$ cat config.mk
export PLATFORM = sky130hd
export DESIGN_NAME = program_counter_flat
export DESIGN_NICKNAME = d
export VERILOG_FILES = /design/src/rtl/program_counter_pkg.sv /design/src/rtl/program_counter_if.sv /design/src/rtl/program_counter_return_stack.sv /design/src/rtl/program_counter.sv /design/src/flat_wrapper.sv
export SDC_FILE = /design/constraint.sdc
export NUM_CORES = 1
export LEC_CHECK = 0
export CORE_ASPECT_RATIO = 2
export CORE_MARGIN = 2
export CORE_UTILIZATION = 40
export CTS_BUF_LIST = sky130_fd_sc_hd__clkbuf_4 sky130_fd_sc_hd__clkbuf_8
export DETAILED_ROUTE_END_ITERATION = 6
export PLACE_DENSITY_LB_ADDON = 0.12
export SKIP_CTS_REPAIR_TIMING = 1
export SLEW_MARGIN = 5
export SYNTH_ARGS = -nofsm -noshare
export SYNTH_HDL_FRONTEND = slang
export SYNTH_HIERARCHICAL = 1
export SYNTH_SLANG_ARGS = --single-unit
$ cat constraint.sdc
create_clock -name clk -period 5.37 [get_ports clk]
set_input_delay 1.3425 -clock clk [delete_from_list [all_inputs] [get_ports clk]]
set_output_delay 1.3425 -clock clk [all_outputs]
set_load 0.1 [all_outputs]
$ cat src/rtl/program_counter_pkg.sv
// Shared constants for the fetch-address block: execute phases, opcode masks and branch decode.
// Imported by the program counter, its return stack and the bus interface.
package program_counter_pkg;

  localparam int INST_WIDTH    = 12;
  localparam int EX_STATE_BITS = 2;

  typedef enum logic [EX_STATE_BITS-1:0] {
    EX_Q1 = 2'd0,
    EX_Q2 = 2'd1,
    EX_Q3 = 2'd2,
    EX_Q4 = 2'd3
  } ex_state_t;

  localparam logic [INST_WIDTH-1:0] I_GOTO_MASK = 12'hE00;
  localparam logic [INST_WIDTH-1:0] I_GOTO      = 12'hA00;
  localparam logic [INST_WIDTH-1:0] I_CALL_MASK = 12'hF00;
  localparam logic [INST_WIDTH-1:0] I_CALL      = 12'h900;
  localparam logic [INST_WIDTH-1:0] I_RETLW     = 12'h800;
  localparam logic [INST_WIDTH-1:0] I_NOP_12    = 12'h000;
  localparam logic [7:0]            PCL_ADDR    = 8'h02;

  typedef enum logic [2:0] {
    BR_NONE,
    BR_GOTO,
    BR_CALL,
    BR_RETLW,
    BR_PCL
  } branch_t;

  // Instruction-decoded branches outrank a concurrent PCL write.
  function automatic branch_t decode_branch(logic [INST_WIDTH-1:0] ir, logic pcl_we);
    branch_t br;
    br = BR_NONE;
    if ((ir & I_GOTO_MASK) == I_GOTO)
      br = BR_GOTO;
    else if ((ir & I_CALL_MASK) == I_CALL)
      br = BR_CALL;
    else if ((ir & I_CALL_MASK) == I_RETLW)
      br = BR_RETLW;
    else if (pcl_we)
      br = BR_PCL;
    return br;
  endfunction

endpackage

$ cat src/rtl/program_counter_if.sv
// Bus between the core (master) and the program counter (slave).
// Carries the execute phase, instruction, page bits, PCL write port and PC/stack status.
interface program_counter_if #(parameter int PC_WIDTH = 11);
  import program_counter_pkg::*;

  logic [EX_STATE_BITS-1:0] executeState;
  logic [INST_WIDTH-1:0]    ir;
  logic [1:0]               pa;
  logic                     pcl_we;
  logic [7:0]               pcl_data;
  logic [PC_WIDTH-1:0]      pc;
  logic [7:0]               pcl;
  logic                     goto;
  logic [1:0]               stk_depth;
  logic                     stk_ovf;
  logic                     stk_unf;

  modport master (
    output executeState, ir, pa, pcl_we, pcl_data,
    input  pc, pcl, goto, stk_depth, stk_ovf, stk_unf
  );

  modport slave (
    input  executeState, ir, pa, pcl_we, pcl_data,
    output pc, pcl, goto, stk_depth, stk_ovf, stk_unf
  );

endinterface

$ cat src/rtl/program_counter_return_stack.sv
// Hardware return stack: shift-register LIFO whose bottom level duplicates on pop,
// with a saturating depth counter and sticky overflow/underflow flags.
module return_stack #(
  parameter  int WIDTH   = 11,
  parameter  int DEPTH   = 2,
  localparam int DEPTH_W = $clog2(DEPTH + 1)
) (
  input  logic               clk,
  input  logic               rst,
  input  logic               push,
  input  logic               pop,
  input  logic [WIDTH-1:0]   din,
  output logic [WIDTH-1:0]   top,
  output logic [DEPTH_W-1:0] depth,
  output logic               ovf,
  output logic               unf
);

  logic [WIDTH-1:0]   levels [DEPTH];
  logic [DEPTH_W-1:0] count;

  // A push at full depth drops the deepest entry; a pop leaves the deepest entry in place.
  always_ff @(posedge clk or posedge rst) begin
    if (rst) begin
      for (int i = 0; i < DEPTH; i++)
        levels[i] <= '0;
      count <= '0;
      ovf   <= 1'b0;
      unf   <= 1'b0;
    end else if (push) begin
      levels[0] <= din;
      for (int i = 1; i < DEPTH; i++)
        levels[i] <= levels[i-1];
      if (count == DEPTH_W'(DEPTH))
        ovf <= 1'b1;
      else
        count <= count + DEPTH_W'(1);
    end else if (pop) begin
      for (int i = 0; i < DEPTH - 1; i++)
        levels[i] <= levels[i+1];
      if (count == '0)
        unf <= 1'b1;
      else
        count <= count - DEPTH_W'(1);
    end
  end

  assign top   = levels[0];
  assign depth = count;

endmodule

$ cat src/rtl/program_counter.sv
// Fetch-address owner: selects the next PC once per instruction at EX_Q4 and
// registers the branch-flush strobe consumed by the instruction register.
module program_counter
  import program_counter_pkg::*;
#(
  parameter int PC_WIDTH    = 11,
  parameter int STACK_DEPTH = 2
) (
  input logic               clk,
  input logic               rst,
  program_counter_if.slave  bus
);

  logic [PC_WIDTH-1:0] pc_q;
  logic [PC_WIDTH-1:0] pc_next;
  logic [PC_WIDTH-1:0] stack_top;
  logic                goto_q;
  logic                goto_next;
  logic                ex_q4;
  branch_t             br;
  logic [10:0]         goto_target;
  logic [10:0]         call_target;
  logic [10:0]         pcl_target;
  logic [1:0]          depth;
  logic                ovf;
  logic                unf;

  assign ex_q4 = (bus.executeState == EX_Q4);
  assign br    = decode_branch(bus.ir, bus.pcl_we);

  // Targets are formed at full 11-bit width, then the page bits are truncated to PC_WIDTH.
  assign goto_target = {bus.pa, bus.ir[8:0]};
  assign call_target = {bus.pa, 1'b0, bus.ir[7:0]};
  assign pcl_target  = {bus.pa, 1'b0, bus.pcl_data};

  always_comb begin
    pc_next   = pc_q + PC_WIDTH'(1);
    goto_next = 1'b1;
    case (br)
      BR_GOTO:  pc_next = goto_target[PC_WIDTH-1:0];
      BR_CALL:  pc_next = call_target[PC_WIDTH-1:0];
      BR_RETLW: pc_next = stack_top;
      BR_PCL:   pc_next = pcl_target[PC_WIDTH-1:0];
      default:  goto_next = 1'b0;
    endcase
  end

  always_ff @(posedge clk or posedge rst) begin
    if (rst) begin
      pc_q   <= '1;
      goto_q <= 1'b0;
    end else if (ex_q4) begin
      pc_q   <= pc_next;
      goto_q <= goto_next;
    end
  end

  return_stack #(
    .WIDTH (PC_WIDTH),
    .DEPTH (STACK_DEPTH)
  ) u_stack (
    .clk   (clk),
    .rst   (rst),
    .push  (ex_q4 && (br == BR_CALL)),
    .pop   (ex_q4 && (br == BR_RETLW)),
    .din   (pc_q),
    .top   (stack_top),
    .depth (depth),
    .ovf   (ovf),
    .unf   (unf)
  );

  assign bus.pc        = pc_q;
  assign bus.pcl       = pc_q[7:0];
  assign bus.goto      = goto_q;
  assign bus.stk_depth = depth;
  assign bus.stk_ovf   = ovf;
  assign bus.stk_unf   = unf;

endmodule
$ cat src/flat_wrapper.sv
// flat-port wrapper written by rule: the top's interface ports become plain ports
module program_counter_flat import program_counter_pkg::*;
#(
  parameter int PC_WIDTH    = 11,
  parameter int STACK_DEPTH = 2
)
  (clk, rst, bus_executeState, bus_ir, bus_pa, bus_pcl_we, bus_pcl_data, bus_pc, bus_pcl, bus_goto, bus_stk_depth, bus_stk_ovf, bus_stk_unf);
  program_counter_if #(.PC_WIDTH(PC_WIDTH)) bus_i ();
  input logic clk;
  input logic rst;
  input wire logic [$bits(bus_i.executeState)-1:0] bus_executeState;
  input wire logic [$bits(bus_i.ir)-1:0] bus_ir;
  input wire logic [$bits(bus_i.pa)-1:0] bus_pa;
  input wire logic [$bits(bus_i.pcl_we)-1:0] bus_pcl_we;
  input wire logic [$bits(bus_i.pcl_data)-1:0] bus_pcl_data;
  output wire logic [$bits(bus_i.pc)-1:0] bus_pc;
  output wire logic [$bits(bus_i.pcl)-1:0] bus_pcl;
  output wire logic [$bits(bus_i.goto)-1:0] bus_goto;
  output wire logic [$bits(bus_i.stk_depth)-1:0] bus_stk_depth;
  output wire logic [$bits(bus_i.stk_ovf)-1:0] bus_stk_ovf;
  output wire logic [$bits(bus_i.stk_unf)-1:0] bus_stk_unf;
  assign bus_i.executeState = bus_executeState;
  assign bus_i.ir = bus_ir;
  assign bus_i.pa = bus_pa;
  assign bus_i.pcl_we = bus_pcl_we;
  assign bus_i.pcl_data = bus_pcl_data;
  assign bus_pc = bus_i.pc;
  assign bus_pcl = bus_i.pcl;
  assign bus_goto = bus_i.goto;
  assign bus_stk_depth = bus_i.stk_depth;
  assign bus_stk_ovf = bus_i.stk_ovf;
  assign bus_stk_unf = bus_i.stk_unf;
  program_counter #(.PC_WIDTH(PC_WIDTH), .STACK_DEPTH(STACK_DEPTH)) u_core (.clk(clk), .rst(rst), .bus(bus_i));
endmodule
### Yosys cells after proc, flatten, opt, wreduce, memory -nomap -nowiden

Cells that the tools add are included.

* bits in registers: 38
* bits of input ports: 27
* output and inout bits: 24
* word-level logic and storage cells: 42

* add/sub/neg operators: 3
* equality and inequality tests: 11
* multiplexer cells: 12
* bitwise logic cells: 1
* reduce and logical (&&, ||, !) cells: 8

Operator list (number)
* 11-bit one-hot mux with 4 select lines: 1
* 11-bit 2-to-1 mux: 2
* 3-bit 2-to-1 mux: 4
* 11-bit by 1-bit adder with 11-bit output (second input constant): 1
* 4-bit equality test (second input constant): 2
* 2-bit 2-to-1 mux: 4
* 3-bit by 2-bit equality test with 1-bit output (second input constant): 2
* 3-bit equality test (second input constant): 2
* 3-bit AND reduction: 2
* 2-bit equality test (second input constant): 2
* 2-bit inequality test (second input constant): 2
* 4-bit OR reduction: 1
* 3-bit by 1-bit equality test with 1-bit output (second input constant): 1
* 2-bit by 1-bit adder with 2-bit output (second input constant): 1
* 1-bit logical AND: 2
* 2-bit logical NOT: 1
* 2-bit AND reduction: 1
* 2-bit nonzero test: 1
* 2-bit by 1-bit subtractor with 2-bit output (second input constant): 1
* 1-bit 2-to-1 mux: 1
* 1-bit NOT: 1

### Depth between registers and ports, before layout

* depth in word-level cells: 8
* mapped depth: 7
* mapped depth without buffers: 6

### By module

The synthesis kept the hierarchy.

Modules (own cells, without submodules)
* return_stack: instances 1, cells each 101, area each 1177.4 um^2, seq. area each 650.6 um^2
* program_counter: instances 1, cells each 125, area each 1038.5 um^2, seq. area each 314.1 um^2

### Worst setup path after synthesis

Ideal clock, no wire load.

* path type: input-to-reg
* start: in bus_executeState[0]
* end: reg u_core/u_stack/levels[10] (netlist name)
* setup time: 0.128 ns
* arrival time: 2.588 ns
* data required time: 5.242 ns
* slack: 2.654 ns
* stages on the path: 5
* buffers on the path: 2
* path through: nand2_1 -> clkbuf_1 -> nor4_1 -> buf_2 -> mux2_1

* cells in the longest elaborated chain, start to end: 2

Ends and longest elaborated chain
* start, declared: line flat_wrapper.sv:11 `input wire logic [$bits(bus_i.executeState)-1:0] bus_executeState;`
* 2-bit equality test: line program_counter.sv:28 `assign ex_q4 = (bus.executeState == EX_Q4);`
* 1-bit logical AND: line program_counter.sv:64 `.push (ex_q4 && (br == BR_CALL)),`
* end signal, assigned by index: line program_counter_return_stack.sv:33 `levels[i] <= levels[i-1];`
* end signal, assigned by index: line program_counter_return_stack.sv:40 `levels[i] <= levels[i+1];`
* end, declared: line program_counter_return_stack.sv:19 `logic [WIDTH-1:0] levels [DEPTH];`

No other way between the ends.
A chain may end at the register's enable or synchronous reset.

### Worst setup path after layout

* start: reg u_core.pc_q[5], in the netlist u_core/bus.pc[5]
* end: out bus_pc[5]

RTL lines
* start, declared: line program_counter.sv:14 `logic [PC_WIDTH-1:0] pc_q;`
* start signal, assigned: line program_counter.sv:53 `pc_q <= pc_next;`
* end, declared: line flat_wrapper.sv:16 `output wire logic [$bits(bus_i.pc)-1:0] bus_pc;`

No word-level cell between the ends.

==> summary.txt <==
Synth
  • Seq/Total Area, Yosys: 0.4353
  • Number of cells produced by synthesis: 226
  • Average footprint of a synthesized cell: 9.805 um2
  • Synthesis-stage register bit count: 38
  • Netlist cell types: 48
  • Post-synthesis instance area: 0.002216 mm2
  • Number of synthesized flops with an enable pin: 0
  • Fraction of registers with async set or reset after synthesis: 1.000
  • Mapped Nets: 254
  • YS warnings: 6
  • Most used flip-flop cell after synthesis: dfrtp_1

Clocking
  • Clock tree from TritonCTS: done
  • Root buf cell: clkbuf_8
  • Number of H-tree levels: 2
  • Clock transition time at the flip-flop clock pins of the worst setup and hold paths: 0.08 ns
  • Skew-Pair Late Insertion Delay: 0.29 ns
  • Clock Sinks: 38
  • Buffers from clock root to sink, at most: 2
  • CTS buffer count: 5

Worst setup path
  • Cells along the critical path: clkdlybuf4s50_1
  • Kind of launch point of the worst setup path: flop
  • Worst Path Max Fanout: 10
  • Required time at the endpoint of the critical path: 4.03 ns
  • Kind of critical path: reg -> out
  • Critical path buffer and inverter count: 1
  • Delay contributed by the slowest stage of the critical path: 1.17 ns
  • Gate family responsible for the most delay along the worst path: buffers and inverters
  • Setup crit end kind: output pin
  • Max stage delay cell, worst path: clkdlybuf4s50_1
  • Crit path DAT: 2.10 ns

STA
  • RSZ-0062 raised after global routing: false
  • Hold WS: 0.4825 ns
  • Slew @ Worst Pin: 0.9784 ns
  • Layout Skew: 0.005876 ns
  • Maximum achievable frequency: 0.2904 GHz
  • Final Slew Violations: 0
  • Total setup violations reported at the end of the flow: 0
  • Final hold violation count: 0
  • Shortest clock period the worst path allows after layout: 3.444 ns
  • Max-slew headroom: 0.3457
  • Final cycle utilization of the critical path: 0.6413
  • Accumulated negative setup slack: 0 ns

Route
  • Detailed-router iteration count before antenna repair: 4
  • Post-route antenna net violation count: 0
  • Number of design-rule violations left by the first detailed-router iteration: 59
  • DR WL/cell: 17.15 um
  • Vias: 1762
  • Post-detailed-route via-to-cell ratio: 5.576
  • Drc violations: 0
  • Aggregate routed wire length: 5419 um

Floorplan
  • Core area: 0.005373 mm2
  • Count of standard-cell rows: 38
  • Die Area: 0.006187 mm2
  • Die height: 109.3 um
  • Die Width: 56.63 um
  • Initial Util: 0.4124
  • IO Pins: 51

Final layout
  • Area growth, synth to finish: 22.70%
  • Commonest cells after routing, fill and taps aside: clkdlybuf4s50_1, dfrtp_1, nand2_1, mux2i_1
  • Util after Layout: 0.5061
  • Final antenna diode count: 0
  • Proportion of layout cells with a drive suffix above 1: 0.1172
  • Post-layout net count: 283
  • Non-filler instance count after layout: 316
  • Commonest non-fill, non-tap cell in the layout: clkdlybuf4s50_1

Power
  • Worst IR Drop VDD: 0.2675 mV
  • Total power of the final layout: 0.001045 W
  • Pleak: 1.106 nW
  • Pwr/cell area: 384.3 mW/mm2

Place
  • Placer Congestion: 0.8293
  • Placed insts: 308
  • Placed wire-length estimate after detailed placement: 3845 um
  • Port buffer count: 50

Global routing
  • Number of global-route vias before repair: 1710
  • Wire length of the first global-routing pass: 8576 um
  • Remaining Overflow, GRT: 0
  • GRT Resource Usage Total: 0.1789
  • Maximum number of pins on one net before global-route repair: 40
  • Number of antenna violations at the first check in global routing: 0

Hold path
  • Worst min-delay path category: reg -> reg

Outcome
  • Result of the run: completed

Flow run
  • Max-cap violations: 0
-- layout make-up --
| type | count | area [um2] |
|---|---|---|
| Multi-Input combinational cell | 149 | 1012 |
| Timing Repair Buffer | 53 | 523.0 |
| Sequential cell | 38 | 964.7 |
| Fill cell | 516 | 2654 |
| Inverter | 8 | 30.03 |
| Clock inverter | 2 | 37.54 |
| Clock buffer | 6 | 76.32 |
| Tap cell | 60 | 75.07 |
-- path summary, 6_finish.rpt --
path                                                   endpoint  depth (start not counted)                            from  slack [ns]
max reg2reg                       u_core/bus.pc[10]$_DFFE_PP1N_                          5    u_core/bus.pc[0]$_DFFE_PP1N_        3.42
min                              u_core/u_stack/unf$_DFFE_PP0P_                          2  u_core/u_stack/unf$_DFFE_PP0P_        0.48
max                                                   bus_pc[5]                          1    u_core/bus.pc[5]$_DFFE_PP1N_        1.93
max in group asynchronous  u_core/u_stack/levels[7]$_DFFE_PP0P_                          2                             rst        3.16
min in group asynchronous           u_core/bus.goto$_DFFE_PP0N_                          2                             rst        1.42
min reg2reg                      u_core/u_stack/unf$_DFFE_PP0P_                          2  u_core/u_stack/unf$_DFFE_PP0P_        0.48
-- per-layer routing --
metal  wire, um  up-vias  track usage
li1           -      849            -
met1       2277      850       0.2114
met2       2751       50       0.3032
met3        227       13      0.03084
met4        162        0      0.09694
met5          0        -            0
-- cells by family (layout without fill, tap and decap cells) --
kind of cell    count (synthesis)  in the layout  synth area share
simple gates                   62             62            0.1406
fa+ha+maj                       1              1          0.005646
buf+inv                        39             69            0.1107
mux                            28             28            0.1333
flops                          38             38            0.4353
compound gates                 58             58            0.1745
-- cell usage after synthesis, types with 2 or more instances --
cell type	n	area [um2]
dfrtp_1	27	675.7
nand2_1	25	93.84
buf_4	20	150.1
mux2i_1	16	160.2
dfstp_2	11	289.0
mux2_1	11	123.9
o21ai_1	11	55.05
a21oi_1	10	50.05
nor2_1	10	37.54
inv_1	8	30.03
nand3_1	8	40.04
o21ai_0	8	40.04
buf_2	7	35.03
a311oi_1	4	35.03
nor3_1	4	20.02
a21o_1	3	22.52
o21a_1	3	22.52
o22ai_1	3	18.77
a32o_1	2	20.02
and2_1	2	12.51
and3_2	2	15.01
buf_6	2	22.52
clkbuf_1	2	7.510
nand2b_1	2	12.51
o32a_2	2	22.52
-- through the flow --
step	cell area (um2)	setup slack (ns)
floorplan	2216	2.654
global placement	2605	1.975
detailed placement	2605	1.957
CTS	2719	1.911
global route	2719	1.871
finish	2719	1.926
-- flip-flops by register name, summed over array words and instances, names as in the netlist --
register	flops
u_core/bus.pc	11
u_core/u_stack/levels	11
u_core/u_stack/top	11
u_core/u_stack/depth	2
u_core/bus.goto	1
u_core/u_stack/ovf	1
u_core/u_stack/unf	1
-- where the power goes --
group	leakage, nW	internal (W)	switching (W)
Combinational	0.577	0.000110	0.000289
Sequential	0.474	0.000342	0.0000573
Clock	0.0548	0.000144	0.000102
Total	1.11	0.000596	0.000449
Power figures use the tool's default switching activity.
